--- src/rtl/mem_port_arbiter.sv ---
// mem_port_arbiter: shares one external memory port between instruction
// fetch (IF) and the data cache (D). Data wins contested grants, except
// that after STARVE_LIMIT consecutive contested data grants fetch is
// forced through. Every transaction holds the bus for MEM_LATENCY cycles,
// then pulses a one-cycle ack to its owner in a response cycle.
module mem_port_arbiter #(
    parameter int XLEN         = 32,
    parameter int MEM_LATENCY  = 2,
    parameter int STARVE_LIMIT = 4
) (
    input  logic            clk,
    input  logic            rst_n,
    input  logic            if_req,
    input  logic [XLEN-1:0] if_addr,
    output logic [XLEN-1:0] if_rdata,
    output logic            if_ack,
    input  logic            d_req,
    input  logic            d_we,
    input  logic [XLEN-1:0] d_addr,
    input  logic [XLEN-1:0] d_wdata,
    input  logic [3:0]      d_be,
    output logic [XLEN-1:0] d_rdata,
    output logic            d_ack,
    output logic            mem_en,
    output logic            mem_we,
    output logic [3:0]      mem_be,
    output logic [XLEN-1:0] mem_addr,
    output logic [XLEN-1:0] mem_wdata,
    input  logic [XLEN-1:0] mem_rdata,
    output logic            busy
);

    localparam int CNT_W = (MEM_LATENCY > 1) ? $clog2(MEM_LATENCY) : 1;
    localparam int STK_W = $clog2(STARVE_LIMIT + 1);
    localparam logic [CNT_W-1:0] CNT_LOAD  = CNT_W'(MEM_LATENCY - 1);
    localparam logic [STK_W-1:0] STK_LIMIT = STK_W'(STARVE_LIMIT);

    typedef enum logic [1:0] {
        IDLE = 2'd0,
        BUSY = 2'd1,
        RESP = 2'd2
    } state_t;

    state_t           state, state_nxt;
    logic [CNT_W-1:0] cnt, cnt_nxt;
    logic [STK_W-1:0] streak, streak_nxt;
    logic             owner_d, owner_d_nxt;

    logic [XLEN-1:0]  if_rdata_nxt, d_rdata_nxt;
    logic [XLEN-1:0]  mem_addr_nxt, mem_wdata_nxt;
    logic [3:0]       mem_be_nxt;
    logic             if_ack_nxt, d_ack_nxt;
    logic             mem_en_nxt, mem_we_nxt, busy_nxt;

    logic             any_req;
    logic             grant_d;

    // Arbitration: data wins unless fetch has been starved long enough.
    assign any_req = if_req | d_req;
    assign grant_d = d_req & (~if_req | (streak != STK_LIMIT));

    // State register; reset aborts any transaction in flight.
    always_ff @(posedge clk or negedge rst_n) begin
        if (!rst_n) begin
            state <= IDLE;
        end else begin
            state <= state_nxt;
        end
    end

    // Next-state logic.
    always_comb begin
        state_nxt = state;
        case (state)
            IDLE:    if (any_req) state_nxt = BUSY;
            BUSY:    if (cnt == '0) state_nxt = RESP;
            RESP:    state_nxt = IDLE;
            default: state_nxt = IDLE;
        endcase
    end

    // Next values of the registered outputs and bookkeeping counters.
    always_comb begin
        cnt_nxt       = cnt;
        streak_nxt    = streak;
        owner_d_nxt   = owner_d;
        if_rdata_nxt  = if_rdata;
        d_rdata_nxt   = d_rdata;
        mem_addr_nxt  = mem_addr;
        mem_wdata_nxt = mem_wdata;
        mem_be_nxt    = mem_be;
        mem_en_nxt    = mem_en;
        mem_we_nxt    = mem_we;
        busy_nxt      = busy;
        if_ack_nxt    = 1'b0;
        d_ack_nxt     = 1'b0;
        case (state)
            IDLE: begin
                if (any_req) begin
                    owner_d_nxt = grant_d;
                    mem_en_nxt  = 1'b1;
                    busy_nxt    = 1'b1;
                    cnt_nxt     = CNT_LOAD;
                    if (grant_d) begin
                        mem_we_nxt    = d_we;
                        mem_be_nxt    = d_we ? d_be : 4'hF;
                        mem_addr_nxt  = d_addr;
                        mem_wdata_nxt = d_wdata;
                        // Only a data grant that beat a waiting fetch counts.
                        if (if_req) begin
                            streak_nxt = (streak == STK_LIMIT) ? streak : streak + 1'b1;
                        end else begin
                            streak_nxt = '0;
                        end
                    end else begin
                        mem_we_nxt   = 1'b0;
                        mem_be_nxt   = 4'hF;
                        mem_addr_nxt = if_addr;
                        streak_nxt   = '0;
                    end
                end
            end
            BUSY: begin
                if (cnt != '0) begin
                    cnt_nxt = cnt - 1'b1;
                end else begin
                    // Last bus cycle: read data is valid now, so capture it.
                    mem_en_nxt = 1'b0;
                    mem_we_nxt = 1'b0;
                    if (owner_d) begin
                        d_ack_nxt = 1'b1;
                        if (!mem_we) d_rdata_nxt = mem_rdata;
                    end else begin
                        if_ack_nxt   = 1'b1;
                        if_rdata_nxt = mem_rdata;
                    end
                end
            end
            RESP: begin
                busy_nxt = 1'b0;
            end
            default: begin
                mem_en_nxt = 1'b0;
                mem_we_nxt = 1'b0;
                busy_nxt   = 1'b0;
            end
        endcase
    end

    // Output and bookkeeping registers; reset clears the bus at once.
    always_ff @(posedge clk or negedge rst_n) begin
        if (!rst_n) begin
            cnt       <= '0;
            streak    <= '0;
            owner_d   <= 1'b0;
            if_rdata  <= '0;
            d_rdata   <= '0;
            mem_addr  <= '0;
            mem_wdata <= '0;
            mem_be    <= 4'h0;
            mem_en    <= 1'b0;
            mem_we    <= 1'b0;
            busy      <= 1'b0;
            if_ack    <= 1'b0;
            d_ack     <= 1'b0;
        end else begin
            cnt       <= cnt_nxt;
            streak    <= streak_nxt;
            owner_d   <= owner_d_nxt;
            if_rdata  <= if_rdata_nxt;
            d_rdata   <= d_rdata_nxt;
            mem_addr  <= mem_addr_nxt;
            mem_wdata <= mem_wdata_nxt;
            mem_be    <= mem_be_nxt;
            mem_en    <= mem_en_nxt;
            mem_we    <= mem_we_nxt;
            busy      <= busy_nxt;
            if_ack    <= if_ack_nxt;
            d_ack     <= d_ack_nxt;
        end
    end

endmodule

--- config.mk ---
export PLATFORM = sky130hd
export DESIGN_NAME = mem_port_arbiter
export DESIGN_NICKNAME = d
export VERILOG_FILES = /design/src/rtl/mem_port_arbiter.sv
export SDC_FILE = /design/constraint.sdc
export NUM_CORES = 1
export LEC_CHECK = 0
export CAP_MARGIN = 10
export CORE_MARGIN = 2
export CORE_UTILIZATION = 42
export CTS_CLUSTER_SIZE = 10
export DETAILED_ROUTE_END_ITERATION = 12
export PLACE_DENSITY = 0.78
export SLEW_MARGIN = 20
export SYNTH_ARGS = -nofsm -noshare
export SYNTH_HDL_FRONTEND = slang
export SYNTH_SLANG_ARGS = --single-unit
--- constraint.sdc ---
create_clock -name clk -period 2.35 [get_ports clk]
set_input_delay 0.235 -clock clk [delete_from_list [all_inputs] [get_ports clk]]
set_output_delay 0.235 -clock clk [all_outputs]
set_load 0.01 [all_outputs]
[Word-level counts from Yosys, hierarchy flattened]
Index checks and enable logic that the tools add are counted.
Cells by class
  add/subtract/negate cells: 2
  eq/ne operators: 7
  multiplexer cells: 24
  bitwise gates (word level): 9
  reduce and logical (&&, ||, !) cells: 11
Operators by type and width (count)
  32-bit 2-to-1 mux: 1
  3-bit AND reduction: 4
  1-bit 2-to-1 mux: 11
  3-bit 2-to-1 mux: 3
  4-bit 2-to-1 mux: 2
  2-bit AND reduction: 4
  3-bit inequality test (second input constant): 2
  1-bit inverter: 6
  1-bit one-hot mux with 3 select lines: 2
  2-bit 2-to-1 mux: 2
  2-bit inequality test (second input constant): 2
  1-bit one-hot mux with 2 select lines: 2
  2-bit one-hot mux with 2 select lines: 1
  4-bit AND reduction: 1
  3-bit by 1-bit adder with 3-bit output (second input constant): 1
  3-bit == test (second input constant): 1
  2-bit by 1-bit == test with 1-bit output (second input constant): 1
  2-bit == test (second input constant): 1
  2-bit logical NOT: 1
  1-bit OR: 2
  2-bit nonzero test: 1
  1-bit AND: 1
  1-bit subtractor (second input constant): 1
Word-level totals
  bits in registers: 144
  bits of input ports: 137
  output and inout bits: 137
  word-level logic and storage cells: 67

[Longest topological paths before layout]
  depth in word-level cells: 6
  gate-level depth with buffers: 7
  gate-level depth less buffers: 5

[Least setup slack after synthesis]
OpenSTA, ideal clock, no wires.
  path type: reg-to-reg
  start point: reg streak[0]
  end point: reg mem_wdata[10]
  library setup time: 125 ps
  arrival: 1570 ps
  data required time: 2225 ps
  slack: 656 ps
  cell stages (with the launch flop): 8
  buffers on the path: 2
  clock period less this slack: 1694 ps
  cell sequence: dfrtp_1 inv_1 ha_1 nand3_1 and3_1 buf_2 buf_6 mux2_2
Between the ends
  cells in the longest elaborated chain, start to end: 4
RTL lines
  start: declaration: RTL line 46  | logic [STK_W-1:0] streak, streak_nxt;
  start signal: assignment: RTL line 168  | streak <= streak_nxt;
  3-bit inequality test: RTL line 60  | assign grant_d = d_req & (~if_req | (streak != STK_LIMIT));
  1-bit OR: RTL line 60
  1-bit AND: RTL line 60
  3-bit AND reduction (no source line)
  end signal: assignment: RTL line 173  | mem_wdata <= mem_wdata_nxt;
  end: declaration: RTL line 28  | output logic [XLEN-1:0] mem_wdata,
No other way between the ends.
A chain may end at the register's enable or synchronous reset.

[Final worst setup path]
  start point: reg state[1]
  end point: reg d_rdata[30]
Between the ends
  cells in the longest elaborated chain, start to end: 2
RTL lines
  start: declaration: RTL line 44  | state_t state, state_nxt;
  start signal: assignment: RTL line 67  | state <= state_nxt;
  2-bit by 1-bit == test with 1-bit output: RTL line 97  | case (state)
  4-bit AND reduction (no source line)
  end signal: assignment: RTL line 171  | d_rdata <= d_rdata_nxt;
  end: declaration: RTL line 22  | output logic [XLEN-1:0] d_rdata,
No other way between the ends.

==> impl_results.md <==
* Syn_nets at 593
* DR vias at about 4.9k
* Worst path buffer plus inverter count at 1
* Dominant cell type by area after synthesis: dfrtp_1
* Final Max Slew Viols at 0
* CP endpoint kind: flop
* TritonCTS clock tree: built
* Hold Vio Cnt, Final at 0
* Critical path class: flop to flop
* Top cells by area, synth: dfrtp_1 (61%), mux2_2 (18%), o211ai_1 (4.0%)
* Skew-Pair Late Insertion Delay at 410 ps
* Fin crit period at 1806 ps
* GRT Overall Usage at 0.2192
* Max_cap viols at 0
* PwrDens at around 1400 nW/um^2
* Ys async rst share at 1.000
* Post-Syn Area at 5948 sq um
* DR pass1 iterations at 6
* Fin Setup TNS at 0 ps
* Syn avg cell area at about 13 sq um
* Register area share after synthesis at 0.6058
* Cell Rows at 43
* Setup bufs post-CTS at 0
* Clock share of power at 0.198
* WP data required at approximately 2600 ps
* Startpoint types: flop
* PortBufs at 273
* Antenna viol nets, final at 0
* Routability cong. at 0.7931
* Clk_skew at 8.280 ps
* Die area at 15130 sq um
* CTS Buffer Depth at 2
* Slew at the pin with the worst max-slew slack at about 700 ps
* Routed WL per cell at 18.27 microns
* RSZ-0062 raised after global routing: no
* Worst Hold Class: input port to async pin
* Final Instance Area at 9455 sq um
* Routed WL at approximately 17000 microns
* Clk sinks at 144
* Slowest cell on crit path: dfrtp_1
* Routed vias/inst at approximately 5.3
* Top-area cell type share of the netlist area at 0.6058
* CP Cell Sequence: nand2b_1 -> nor4b_4 -> buf_12 -> mux2_2
* Final period utilization at 0.7684
* H-tree depth at 4
* Fin worst setup slack at about 540 ps
* Largest net degree at the start of global routing at 68
* Slew headroom at 0.5338
* Gate Count Post-Synth at 454
* Antenna violations before repair at 0
* Number of distinct library cells after synthesis at 31
* Outcome: complete, no violations
* Fill cell count at 1020
* Gate power share at 0.465
* CP max stage delay at 450 ps
* Initial Util at 0.4285
* Peak supply drop at 0.0005629 V
* Critical Path AT at 2090 ps
* Synth cell count leaders: dfrtp_1 (144), mux2_2 (94), o21ai_0 (36)
* CTS buffer count at 17
* Dpl cells at 879
* Most frequent cell after synthesis: dfrtp_1
* Sequential power share at 0.337
* DIE WIDTH at 123.0 microns
* WHS at 363.8 ps
* GRT Residual Overflow at 0
* Switching Fraction at 0.3232
* Cts repair resizes at 0
* DRC viols at 0
* Core footprint at 13880 sq um
* Root Driver: clkbuf_16
* Synth-to-Final Area Change at 58.96%
* Top_reg_cell synth: dfrtp_1
* Vias in the first global route at 4905
* Count of final setup violators at 0
* Detailed router's first-iteration violation count at 298
* Post-DP Area at 8864 sq um
* Layout cell share with drive strength beyond 1 at 0.1967
* Synth warnings at 0
* DP Worst Slack at 162.2 ps
* DP Wirelength at 11880 microns
* FMAX at 0.5538 GHz
* Non-Filler Instances at about 910
* Largest delay share family, worst path: simple AND/OR/NAND/NOR gates
* Nets at roughly 860
* P_sw at 4.269 mW
* Critical Path Fanout Max at 32
* IO Count at 274
* Die height at 123.0 microns
* Leak pwr at 3.764 nW
* First-pass GRT wire length at roughly 25000 microns
* Number of flops mapped to enable cells by yosys at 0
* Cell Int Power at 8.941 mW
* Synthesized flop and latch total at 144
* Worst-path clk slew at 60 ps
* # hold bufs at CTS at 1
* ANT cells at 0
[registers in the layout (all words and copies together) (netlist names)]
name       count
d_rdata       32
mem_wdata     32
if_rdata      32
d_ack          1
busy           1
cnt            1
mem_en         1
state          2
mem_be         4
if_ack         1
mem_addr      32
owner_d        1
mem_we         1
streak         3
[layout make-up]
cell class	count	area (sq um)	area share
Sequential cell	144	3603	0.3811
Timing Repair Buffer	286	2884	0.3050
Multi-Input combinational cell	265	2143	0.2267
Clock buffer	20	446.7	0.04724
Tap cell	180	225.2	0.02382
Clock inverter	12	133.9	0.01416
Inverter	5	18.77	0.001985
[logic make-up after synthesis]
kind of cell / count (synthesis) / synth area share
DFF: 144 / 0.6058
muxes: 96 / 0.1817
and+or+nand+nor: 87 / 0.08435
AOI/OAI and AO/OA: 79 / 0.08561
buffers and inverters: 45 / 0.03681
adders and majority gates: 2 / 0.004206
xor gates and xnor gates: 1 / 0.001473
[path summary, 6_finish.rpt]
check,end,cells past startpoint,start,slack [ps]
worst max-delay path,d_rdata[30],4,state[1],540
worst min-delay path,d_rdata[17],2,rst_n,360
worst max register to register,d_rdata[30],4,state[1],540
worst min register to register,mem_en,1,mem_en,480
max in group asynchronous,mem_addr[26],3,rst_n,1290
min in group clk,mem_addr[14],3,if_addr[14],410
[power groups by stage]
stage,clock network [mW],logic (mW),registers [mW]
floorplan,0,2.35,4.95
global placement,0,6.05,4.42
detailed placement,0,6.19,4.49
CTS,2.68,6.21,4.46
global route,2.80,6.60,4.61
finish,2.62,6.14,4.45
[routing by layer]
layer / track usage / vias to the layer above / wire, microns
li1: - / 2204 / -
met2: 0.3581 / 279 / 8168
met1: 0.2644 / 2361 / 6251
met3: 0.08395 / 21 / 1967
met4: 0.08026 / 0 / 276
met5: 0 / - / 0
[per-stage QoR]
step | total power [mW] | utilization
floorplan | 7.305 | -
global placement | 10.47 | 0.6385
detailed placement | 10.68 | 0.6385
CTS | 13.35 | 0.6811
global route | 14.02 | 0.6812
finish | 13.21 | 0.6812
[cells in the final DEF (no fill, tap or decap), types with 3 or more instances in the layout]
master           count
clkdlybuf4s50_1    272
dfrtp_1            144
mux2_2              94
o21ai_0             36
nand3_1             33
nand4_1             33
o211ai_1            32
clkbuf_16           17
buf_4                8
inv_1                5
clkinvlp_4           5
nor3_1               4
a2bb2oi_1            4
buf_12               4
nor2_1               3
inv_6                3
No activity file was read; power rests on OpenSTA's default activity.
